<file path="src/rtl/vga_sync_decoder_pkg.sv">
`default_nettype none
// ============================================================================
// vga_sync_decoder_pkg : 640x480@60 timing defaults and decoder FSM states
// Rev 1.0
// ============================================================================
package vga_sync_decoder_pkg;

    localparam int C_H_TOTAL      = 800;
    localparam int C_V_TOTAL      = 525;
    localparam int C_HSYNC_START  = 656;
    localparam int C_HSYNC_PULSE  = 96;
    localparam int C_HSYNC_END    = C_HSYNC_START + C_HSYNC_PULSE;
    localparam int C_VSYNC_START  = 490;
    localparam int C_VSYNC_PULSE  = 2;
    localparam int C_VSYNC_END    = C_VSYNC_START + C_VSYNC_PULSE;
    localparam int C_SCREEN_H_RES = 640;
    localparam int C_SCREEN_V_RES = 480;
    localparam int C_LOCK_FRAMES  = 2;
    localparam int C_X_POS_W      = 10;
    localparam int C_Y_POS_W      = 10;

    typedef enum logic [1:0] {
        SEARCH  = 2'd0,
        H_ALIGN = 2'd1,
        V_ALIGN = 2'd2,
        LOCKED  = 2'd3
    } sync_dec_state_t;

endpackage
`default_nettype wire

</file>
<file path="src/rtl/vga_sync_decoder_sync_edge_det.sv">
`default_nettype none
// ============================================================================
// sync_edge_det : previous-sample register with rise/fall strobes, px_en gated
// Rev 1.0
// ============================================================================
module sync_edge_det (
    input  logic clk,
    input  logic rst_n,
    input  logic px_en_i,
    input  logic sync_i,
    output logic rise_o,
    output logic fall_o
);

    logic prev_q;

    // Idle level of an active-low sync is high, so reset to 1 avoids a spurious fall.
    always_ff @(posedge clk or negedge rst_n) begin
        if (!rst_n) begin
            prev_q <= 1'b1;
        end else if (px_en_i) begin
            prev_q <= sync_i;
        end
    end

    assign fall_o = px_en_i &  prev_q & ~sync_i;
    assign rise_o = px_en_i & ~prev_q &  sync_i;

endmodule
`default_nettype wire

</file>
<file path="src/rtl/vga_sync_decoder.sv">
`default_nettype none
// ============================================================================
// vga_sync_decoder : recovers pixel x/y, lock and timing errors from VGA syncs
// Rev 1.0
// ============================================================================
module vga_sync_decoder
    import vga_sync_decoder_pkg::*;
#(
    parameter int H_TOTAL      = C_H_TOTAL,
    parameter int V_TOTAL      = C_V_TOTAL,
    parameter int HSYNC_START  = C_HSYNC_START,
    parameter int HSYNC_PULSE  = C_HSYNC_PULSE,
    parameter int VSYNC_START  = C_VSYNC_START,
    parameter int VSYNC_PULSE  = C_VSYNC_PULSE,
    parameter int SCREEN_H_RES = C_SCREEN_H_RES,
    parameter int SCREEN_V_RES = C_SCREEN_V_RES,
    parameter int LOCK_FRAMES  = C_LOCK_FRAMES,
    parameter int X_POS_W      = C_X_POS_W,
    parameter int Y_POS_W      = C_Y_POS_W
) (
    input  logic               clk,
    input  logic               rst_n,
    input  logic               px_en_i,
    input  logic               hsync_i,
    input  logic               vsync_i,
    output logic [X_POS_W-1:0] x_pos_o,
    output logic [Y_POS_W-1:0] y_pos_o,
    output logic               visible_o,
    output logic               locked_o,
    output logic               frame_start_o,
    output logic               h_err_o,
    output logic               v_err_o
);

    localparam int FCNT_W = $clog2(LOCK_FRAMES + 1);

    localparam logic [X_POS_W-1:0] C_X_LAST     = X_POS_W'(H_TOTAL - 1);
    localparam logic [X_POS_W-1:0] C_X_FALL     = X_POS_W'(HSYNC_START);
    localparam logic [X_POS_W-1:0] C_X_PRE_FALL = X_POS_W'(HSYNC_START - 1);
    localparam logic [X_POS_W-1:0] C_X_PRE_RISE = X_POS_W'(HSYNC_START + HSYNC_PULSE - 1);
    localparam logic [X_POS_W-1:0] C_X_H_RES    = X_POS_W'(SCREEN_H_RES);
    localparam logic [Y_POS_W-1:0] C_Y_LAST     = Y_POS_W'(V_TOTAL - 1);
    localparam logic [Y_POS_W-1:0] C_Y_FALL     = Y_POS_W'(VSYNC_START);
    localparam logic [Y_POS_W-1:0] C_Y_PRE_FALL = Y_POS_W'(VSYNC_START - 1);
    localparam logic [Y_POS_W-1:0] C_Y_PRE_RISE = Y_POS_W'(VSYNC_START + VSYNC_PULSE - 1);
    localparam logic [Y_POS_W-1:0] C_Y_V_RES    = Y_POS_W'(SCREEN_V_RES);
    localparam logic [FCNT_W-1:0]  C_FCNT_LAST  = FCNT_W'(LOCK_FRAMES - 1);

    sync_dec_state_t      state_q, state_d;
    logic [X_POS_W-1:0]   x_q, x_d;
    logic [Y_POS_W-1:0]   y_q, y_d;
    logic                 hcnt_q, hcnt_d;
    logic [FCNT_W-1:0]    fcnt_q, fcnt_d;
    logic                 vseen_q, vseen_d;
    logic                 vis_q, vis_d;
    logic                 locked_q, locked_d;
    logic                 fs_q, fs_d;
    logic                 herr_q, herr_d;
    logic                 verr_q, verr_d;

    logic hs_rise, hs_fall, vs_rise, vs_fall;
    logic x_last, line_wrap;

    sync_edge_det u_hs_edge (
        .clk     (clk),
        .rst_n   (rst_n),
        .px_en_i (px_en_i),
        .sync_i  (hsync_i),
        .rise_o  (hs_rise),
        .fall_o  (hs_fall)
    );

    sync_edge_det u_vs_edge (
        .clk     (clk),
        .rst_n   (rst_n),
        .px_en_i (px_en_i),
        .sync_i  (vsync_i),
        .rise_o  (vs_rise),
        .fall_o  (vs_fall)
    );

    assign x_last    = (x_q == C_X_LAST);
    // An hsync fall reloads x, so it suppresses the line wrap even at x_last.
    assign line_wrap = x_last & ~hs_fall;

    always_comb begin
        state_d  = state_q;
        x_d      = x_q;
        y_d      = y_q;
        hcnt_d   = hcnt_q;
        fcnt_d   = fcnt_q;
        vseen_d  = vseen_q;
        vis_d    = vis_q;
        locked_d = locked_q;
        fs_d     = 1'b0;
        herr_d   = 1'b0;
        verr_d   = 1'b0;

        if (px_en_i) begin
            if (hs_fall) begin
                x_d    = C_X_FALL;
                herr_d = (state_q != SEARCH) && (x_q != C_X_PRE_FALL);
            end else if (x_last) begin
                x_d = '0;
            end else begin
                x_d = x_q + 1'b1;
            end
            if (hs_rise && (x_q != C_X_PRE_RISE)) begin
                herr_d = 1'b1;
            end

            if (vs_fall) begin
                y_d     = C_Y_FALL;
                vseen_d = 1'b1;
                verr_d  = ((state_q == LOCKED) || ((state_q == V_ALIGN) && vseen_q))
                          && !(line_wrap && (y_q == C_Y_PRE_FALL));
            end else if (line_wrap) begin
                if (y_q == C_Y_LAST) begin
                    y_d  = '0;
                    fs_d = 1'b1;
                end else begin
                    y_d = y_q + 1'b1;
                end
            end
            if (vs_rise && !(line_wrap && (y_q == C_Y_PRE_RISE))) begin
                verr_d = 1'b1;
            end

            // hcnt_q marks one good hsync fall already seen in H_ALIGN.
            case (state_q)
                SEARCH: begin
                    if (hs_fall) begin
                        state_d = H_ALIGN;
                        hcnt_d  = 1'b0;
                    end
                end
                H_ALIGN: begin
                    if (herr_d) begin
                        hcnt_d = 1'b0;
                    end else if (hs_fall) begin
                        if (hcnt_q) begin
                            state_d = V_ALIGN;
                            fcnt_d  = '0;
                        end
                        hcnt_d = ~hcnt_q;
                    end
                end
                V_ALIGN: begin
                    if (herr_d) begin
                        state_d = H_ALIGN;
                        hcnt_d  = 1'b0;
                        fcnt_d  = '0;
                    end else if (verr_d) begin
                        fcnt_d = '0;
                    end else if (vs_fall && vseen_q) begin
                        if (fcnt_q == C_FCNT_LAST) begin
                            state_d = LOCKED;
                            fcnt_d  = '0;
                        end else begin
                            fcnt_d = fcnt_q + 1'b1;
                        end
                    end
                end
                LOCKED: begin
                    if (herr_d) begin
                        state_d = H_ALIGN;
                        hcnt_d  = 1'b0;
                        fcnt_d  = '0;
                    end else if (verr_d) begin
                        state_d = V_ALIGN;
                        fcnt_d  = '0;
                    end
                end
                default: state_d = SEARCH;
            endcase

            locked_d = (state_d == LOCKED);
            vis_d    = locked_d && (x_d < C_X_H_RES) && (y_d < C_Y_V_RES);
        end
    end

    always_ff @(posedge clk or negedge rst_n) begin
        if (!rst_n) begin
            state_q  <= SEARCH;
            x_q      <= '0;
            y_q      <= '0;
            hcnt_q   <= 1'b0;
            fcnt_q   <= '0;
            vseen_q  <= 1'b0;
            vis_q    <= 1'b0;
            locked_q <= 1'b0;
            fs_q     <= 1'b0;
            herr_q   <= 1'b0;
            verr_q   <= 1'b0;
        end else begin
            state_q  <= state_d;
            x_q      <= x_d;
            y_q      <= y_d;
            hcnt_q   <= hcnt_d;
            fcnt_q   <= fcnt_d;
            vseen_q  <= vseen_d;
            vis_q    <= vis_d;
            locked_q <= locked_d;
            fs_q     <= fs_d;
            herr_q   <= herr_d;
            verr_q   <= verr_d;
        end
    end

    assign x_pos_o       = x_q;
    assign y_pos_o       = y_q;
    assign visible_o     = vis_q;
    assign locked_o      = locked_q;
    assign frame_start_o = fs_q;
    assign h_err_o       = herr_q;
    assign v_err_o       = verr_q;

endmodule
`default_nettype wire

</file>
<file path="config.mk">
export PLATFORM = sky130hd
export DESIGN_NAME = vga_sync_decoder
export DESIGN_NICKNAME = d
export VERILOG_FILES = /design/src/rtl/vga_sync_decoder_pkg.sv /design/src/rtl/vga_sync_decoder_sync_edge_det.sv /design/src/rtl/vga_sync_decoder.sv
export SDC_FILE = /design/constraint.sdc
export NUM_CORES = 1
export LEC_CHECK = 0
export CAP_MARGIN = 10
export CORE_MARGIN = 1.5
export CORE_UTILIZATION = 54
export DETAILED_ROUTE_END_ITERATION = 10
export PLACE_DENSITY = 0.8
export SETUP_SLACK_MARGIN = 0.5
export SLEW_MARGIN = 20
export SYNTH_ARGS = -nofsm -noshare
export SYNTH_HDL_FRONTEND = slang
export SYNTH_SLANG_ARGS = --single-unit
</file>
<file path="constraint.sdc">
create_clock -name clk -period 2.5 [get_ports clk]
set_input_delay 0.5 -clock clk [delete_from_list [all_inputs] [get_ports clk]]
set_output_delay 0.5 -clock clk [all_outputs]
set_load 0.02 [all_outputs]
</file>
Yosys cells after proc, flatten, opt, wreduce, memory -nomap -nowiden
Cells that the tools add are included.

Word-level logic and storage cells: 118. Input bits: 5. Register bits: 33.

Mux-type cells: 46. $add $sub $neg: 3. Reductions and logical operators: 20. $lt $le $gt $ge: 2. Equal/unequal tests: 19. Bitwise logic cells: 15.

Operator list (count): two-way mux 10 bit (7); two-way mux 2 bit (20); adder 10 x 1 -> 10 bit (second input constant) (2); equality test 10 bit (second input constant) (2); equality test 10 x 9 -> 1 bit (second input constant) (2); != test 10 bit (second input constant) (2); two-way mux 1 bit (16); logical AND 1 bit (10); < comparator 10 bit (second input constant) (1); < comparator 10 x 9 -> 1 bit (second input constant) (1); AND 1 bit (9); != test 2 bit (second input constant) (4); case mux 2 bit (4 select lines) (1); AND reduction 7 bit (1); equality test 2 bit (second input constant) (3); NOT 1 bit (6); case mux 2 bit (3 select lines) (1); equality test 2 x 1 -> 1 bit (second input constant) (2); != test 4 x 2 -> 1 bit (second input constant) (1); AND reduction 4 bit (1); != test 3 x 2 -> 1 bit (second input constant) (1); != test 3 bit (second input constant) (1); case mux 1 bit (3 select lines) (1); nonzero test 3 bit (1); other kinds (8) (9).

Longest topological paths before layout
Depth in word-level cells: 17. Mapped depth: 9. Mapped depth without buffers: 8.

Modules after synthesis
A second synthesis with hierarchy kept.

Cells, all modules: 234. Area total of the unflattened synthesis: 2120.8 µm².

Modules (own cells, without submodules): vga_sync_decoder (area each 1998.2 µm², instances 1, cells each 226); sync_edge_det (area each 61.3 µm², instances 2, cells each 4).

Worst setup path before layout
OpenSTA, ideal clock, no wires.

Path type: reg-to-reg. Start: reg x_q[0], in the netlist x_pos_o[0]. End: reg y_q[4], in the netlist y_pos_o[4]. Setup time: 0.064 ns. Slack: 0.356 ns. Clock period less this slack: 2.144 ns. Stages on the path, launching flop included: 10. Path buffers: 2. Data arrival time: 2.080 ns. Cells stage by stage: dfrtp_1 ha_1 and3_1 buf_2 and4_1 buf_4 nand2_1 or4_1 a21oi_1 a21o_1.

Longest elaborated chain between the ends: 5.

Ends and longest elaborated chain: start: declaration (RTL line vga_sync_decoder.sv:50) `logic [X_POS_W-1:0] x_q, x_d;`; start signal: assignment (RTL line vga_sync_decoder.sv:185) `x_q <= '0;`; start signal: assignment (RTL line vga_sync_decoder.sv:197) `x_q <= x_d;`; equality test 10 bit (RTL line vga_sync_decoder.sv:82) `assign x_last = (x_q == C_X_LAST);`; AND 1 bit (RTL line vga_sync_decoder.sv:84) `assign line_wrap = x_last & ~hs_fall;`; two-way mux 10 bit (RTL line vga_sync_decoder.sv:117) `end else if (line_wrap) begin`; two-way mux 10 bit (RTL line vga_sync_decoder.sv:112) `if (vs_fall) begin`; two-way mux 10 bit (RTL line vga_sync_decoder.sv:99) `if (px_en_i) begin`; end signal: assignment (RTL line vga_sync_decoder.sv:198) `y_q <= y_d;`; end: declaration (RTL line vga_sync_decoder.sv:51) `logic [Y_POS_W-1:0] y_q, y_d;`.

No other way between the ends. The select of a mux whose other input is x is not followed. A chain may end at the register's enable or synchronous reset.

Worst setup path in the final report
Start: reg y_q[0], in the netlist y_pos_o[0]. End: out y_pos_o[0].

RTL lines: end: declaration (RTL line vga_sync_decoder.sv:27) `output logic [Y_POS_W-1:0] y_pos_o,`.

No word-level cell between the ends.

==> results.yml <==
sta:
  worst_pin_slew_ns: 0.4160
  clock_skew_ns: 0.006904
  rsz0062_at_grt: "yes"
  finalHoldViolCount: 0
  setup_viol_count_final: 0
  slew_violations: 0
  period_minus_slack_ns: 1.979
  period_share_pct: 79.17
  setup_tns_ns: 0
  fmax_mhz: 505.2
  slew-limit-headroom_pct: 72.27
worst_hold_path:
  min_path_type: "reg -> reg"
  whs_path_depth: 1
  min_to: "locked_o"
  holdCritStartpoint: "locked_o"
critical_path:
  worstRegToRegCells: 9
  critPathTopFamily: "buffers and inverters"
  r2r_start: "y_pos_o[0]"
  slowest_delay_ns: 0.52
  worstSetupStartpointType: "flip-flop"
  worst_path_max_delay_cell: "clkdlybuf4s50_1"
  path_max_fanout: 3
  worst_r2r_endpoint: "visible_o"
  required_ns: 2.00
  endpoint_kind: "output pin"
  r2r_setup_slack_ns: 0.53
  crit_chain: "buf_6 > buf_4 > clkdlybuf4s50_1"
  critPathKind: "reg -> out"
  crit_arrival_ns: 1.48
  crit_buf_inv: 3
cts:
  htreeDepth: 2
  cts.sinks: 33
  cts_tree: "built"
  clkLatencyLatePin_ns: 0.29
  clkTransAtPathRegs_ns: 0.07
  clockBufferDepth: 2
  cts_root_buf: "clkbuf_8"
  cts_buffers: 5
grt:
  grt-ovfl-total: 0
  grtUsageTotal_pct: 26.31
  first_global_vias: 1825
  grt_max_degree: 36
  grt_pass1_wl_um: 8390
  antenna_found_initial: 0
synth:
  ys.flop_type: "dfrtp_1"
  synth.cell_area_um2: 2034
  syn_area_per_cell_um2: 8.694
  synth_compound_area_share_pct: 21.65
  synth_xor_xnor_area_share_pct: 0.8610
  syn_nets: 243
  synth-async-reset-ratio_pct: 100.0
  ys_ff_latch: 33
  synth_edf_count: 0
  synth_simple_gate_area_share_pct: 28.29
  muxShareOfSynthArea_pct: 1.661
  synthAdderAreaFrac_pct: 2.460
  synthDistinctLibCells: 57
  yosysSeqAreaShare_pct: 40.71
  synth_top_family_by_area: "simple AND/OR/NAND/NOR gates"
  yosys_warnings: 0
  synth_cells: 234
drt:
  drc: 0
  drt-vias-per-instance: 6.192
  wl_per_cell_um: 16.49
  highest_layer: "met4"
  drt-total-wl_um: 5574
  vias: 2093
  drt_iter0_markers: 176
  firstDrtPassIters: 4
  dr_wl_met3_um: 257
  wl_met2_um: 2654
  wl_met1_um: 2513
  antenna_left: 0
die:
  die_w_um: 64.38
  io_pins: 30
  die_area_um2: 4145
  die_h_um: 64.38
  core.rowCount: 22
  core_um2: 3633
  initial_utilization_pct: 55.99
run_status:
  outcome: "finished, final reports clean"
placed_design:
  place_inst: 311
  port_buffers: 29
  hpwl_um: 3364
  place_congestion: 0.8794
job:
  cap_violations: 0
finish:
  num_antenna_cells: 0
  drive_above_1_share_pct: 30.34
  nNetsFinal: 299
  area_delta_synth_final_pct: 39.67
  final_cells: 338
power:
  ir_drop_uv: 558.1
  pwr_density_cell_nw_per_um2: 618.6
  p_leak_nw: 1.155
  fin_total_pwr_mw: 1.758
sequential cells by signal (all words and copies together) (netlist names):
| signal | count |
|---|---|
| fcnt_q | 2 |
| frame_start_o | 1 |
| h_err_o | 1 |
| hcnt_q | 1 |
| locked_o | 1 |
| state_q | 2 |
| u_hs_edge.prev_q | 1 |
| u_vs_edge.prev_q | 1 |
| v_err_o | 1 |
| visible_o | 1 |
| vseen_q | 1 |
| x_pos_o | 10 |
| y_pos_o | 10 |
stage by stage:
step,setup slack (ns),area (um^2),hold WS [ns],util [%]
2_1_floorplan,0.4836,2059,0.2044,-
5_1_grt,0.4494,2841,0.5324,78.20
3_5_place_dp,-0.04967,2427,0.4898,66.80
6_report,0.5207,2841,0.5143,78.20
3_3_place_gp,0.06779,2427,0.4855,66.80
4_1_cts,0.5039,2610,0.5058,71.83
cell usage after synthesis, types with 4 or more instances:
cell	number	area (um^2)
a21oi_1	11	55.05
a31oi_1	5	31.28
and3_1	6	37.54
buf_2	4	20.02
dfrtp_1	31	775.7
ha_1	4	50.05
inv_1	11	41.29
nand2_1	26	97.59
nand2b_1	5	31.28
nand3_1	16	80.08
nor2_1	20	75.07
nor4_1	4	25.02
o21ai_0	23	115.1
o2bb2ai_1	4	35.03
o31ai_1	4	30.03
o41ai_1	4	35.03
metal layers:
layer | vias to the layer above | GRT usage [%]
li1 | 982 | -
met1 | 1029 | 36.76
met2 | 68 | 39.19
met3 | 14 | 6.162
met4 | 0 | 10.90
met5 | - | 0
cell families after synthesis:
group                      Yosys count
and+or+nand+nor                    104
AOI/OAI and AO/OA                   67
DFF                                 33
buffers and inverters               21
adders and majority gates            4
muxes                                3
xor gates and xnor gates             2
cell usage in the layout (no fill, tap or decap), drive strengths merged, types with 2 or more instances in the layout:
cell,count
a21o,4
a21oi,11
a22oi,2
a31oi,5
and3,6
and4,3
buf,30
clkbuf,7
clkdlybuf4s50,27
dfrtp,31
dfstp,2
dlygate4sd2,2
ha,4
inv,11
mux2,3
nand2,26
nand2b,5
nand3,16
nand3b,2
nand4,4
nor2,20
nor3,4
nor3b,2
nor4,4
o21ai,24
o2bb2ai,4
o31ai,4
o41ai,4
or4,3
layout make-up:
type | count | area [um^2]
clock buffer | 7 | 86.33
timing repair buffer | 59 | 540.5
multi-input combinational | 180 | 1265
sequential | 33 | 845.8
inverter | 11 | 43.79
tap | 48 | 60.06
fill | 244 | 792.0
how the worst max path moves through the flow:
stage	from	endpoint	slack, ns	cells after the start
after floorplan	x_pos_o[0]	visible_o	0.48	9
after global placement	hsync_i	y_pos_o[4]	0.07	7
after detailed placement	hsync_i	visible_o	-0.05	7
after CTS	x_pos_o[0]	visible_o	0.50	7
after global routing	y_pos_o[0]	visible_o	0.45	9
final	y_pos_o[0]	y_pos_o[0]	0.52	3
repair_timing:
item	CTS	global route
endpoints found under the setup margin	8	10
hold buffers	0	0
cloned	0	0
setup buffers	7	13
pin swaps	4	12
resized for setup	15	35
where the power goes:
group	internal, mW	total (mW)	switching [mW]
registers	0.624	0.744	0.119
clock network	0.218	0.409	0.191
logic	0.294	0.605	0.311
(Power assumes the default switching activity.)
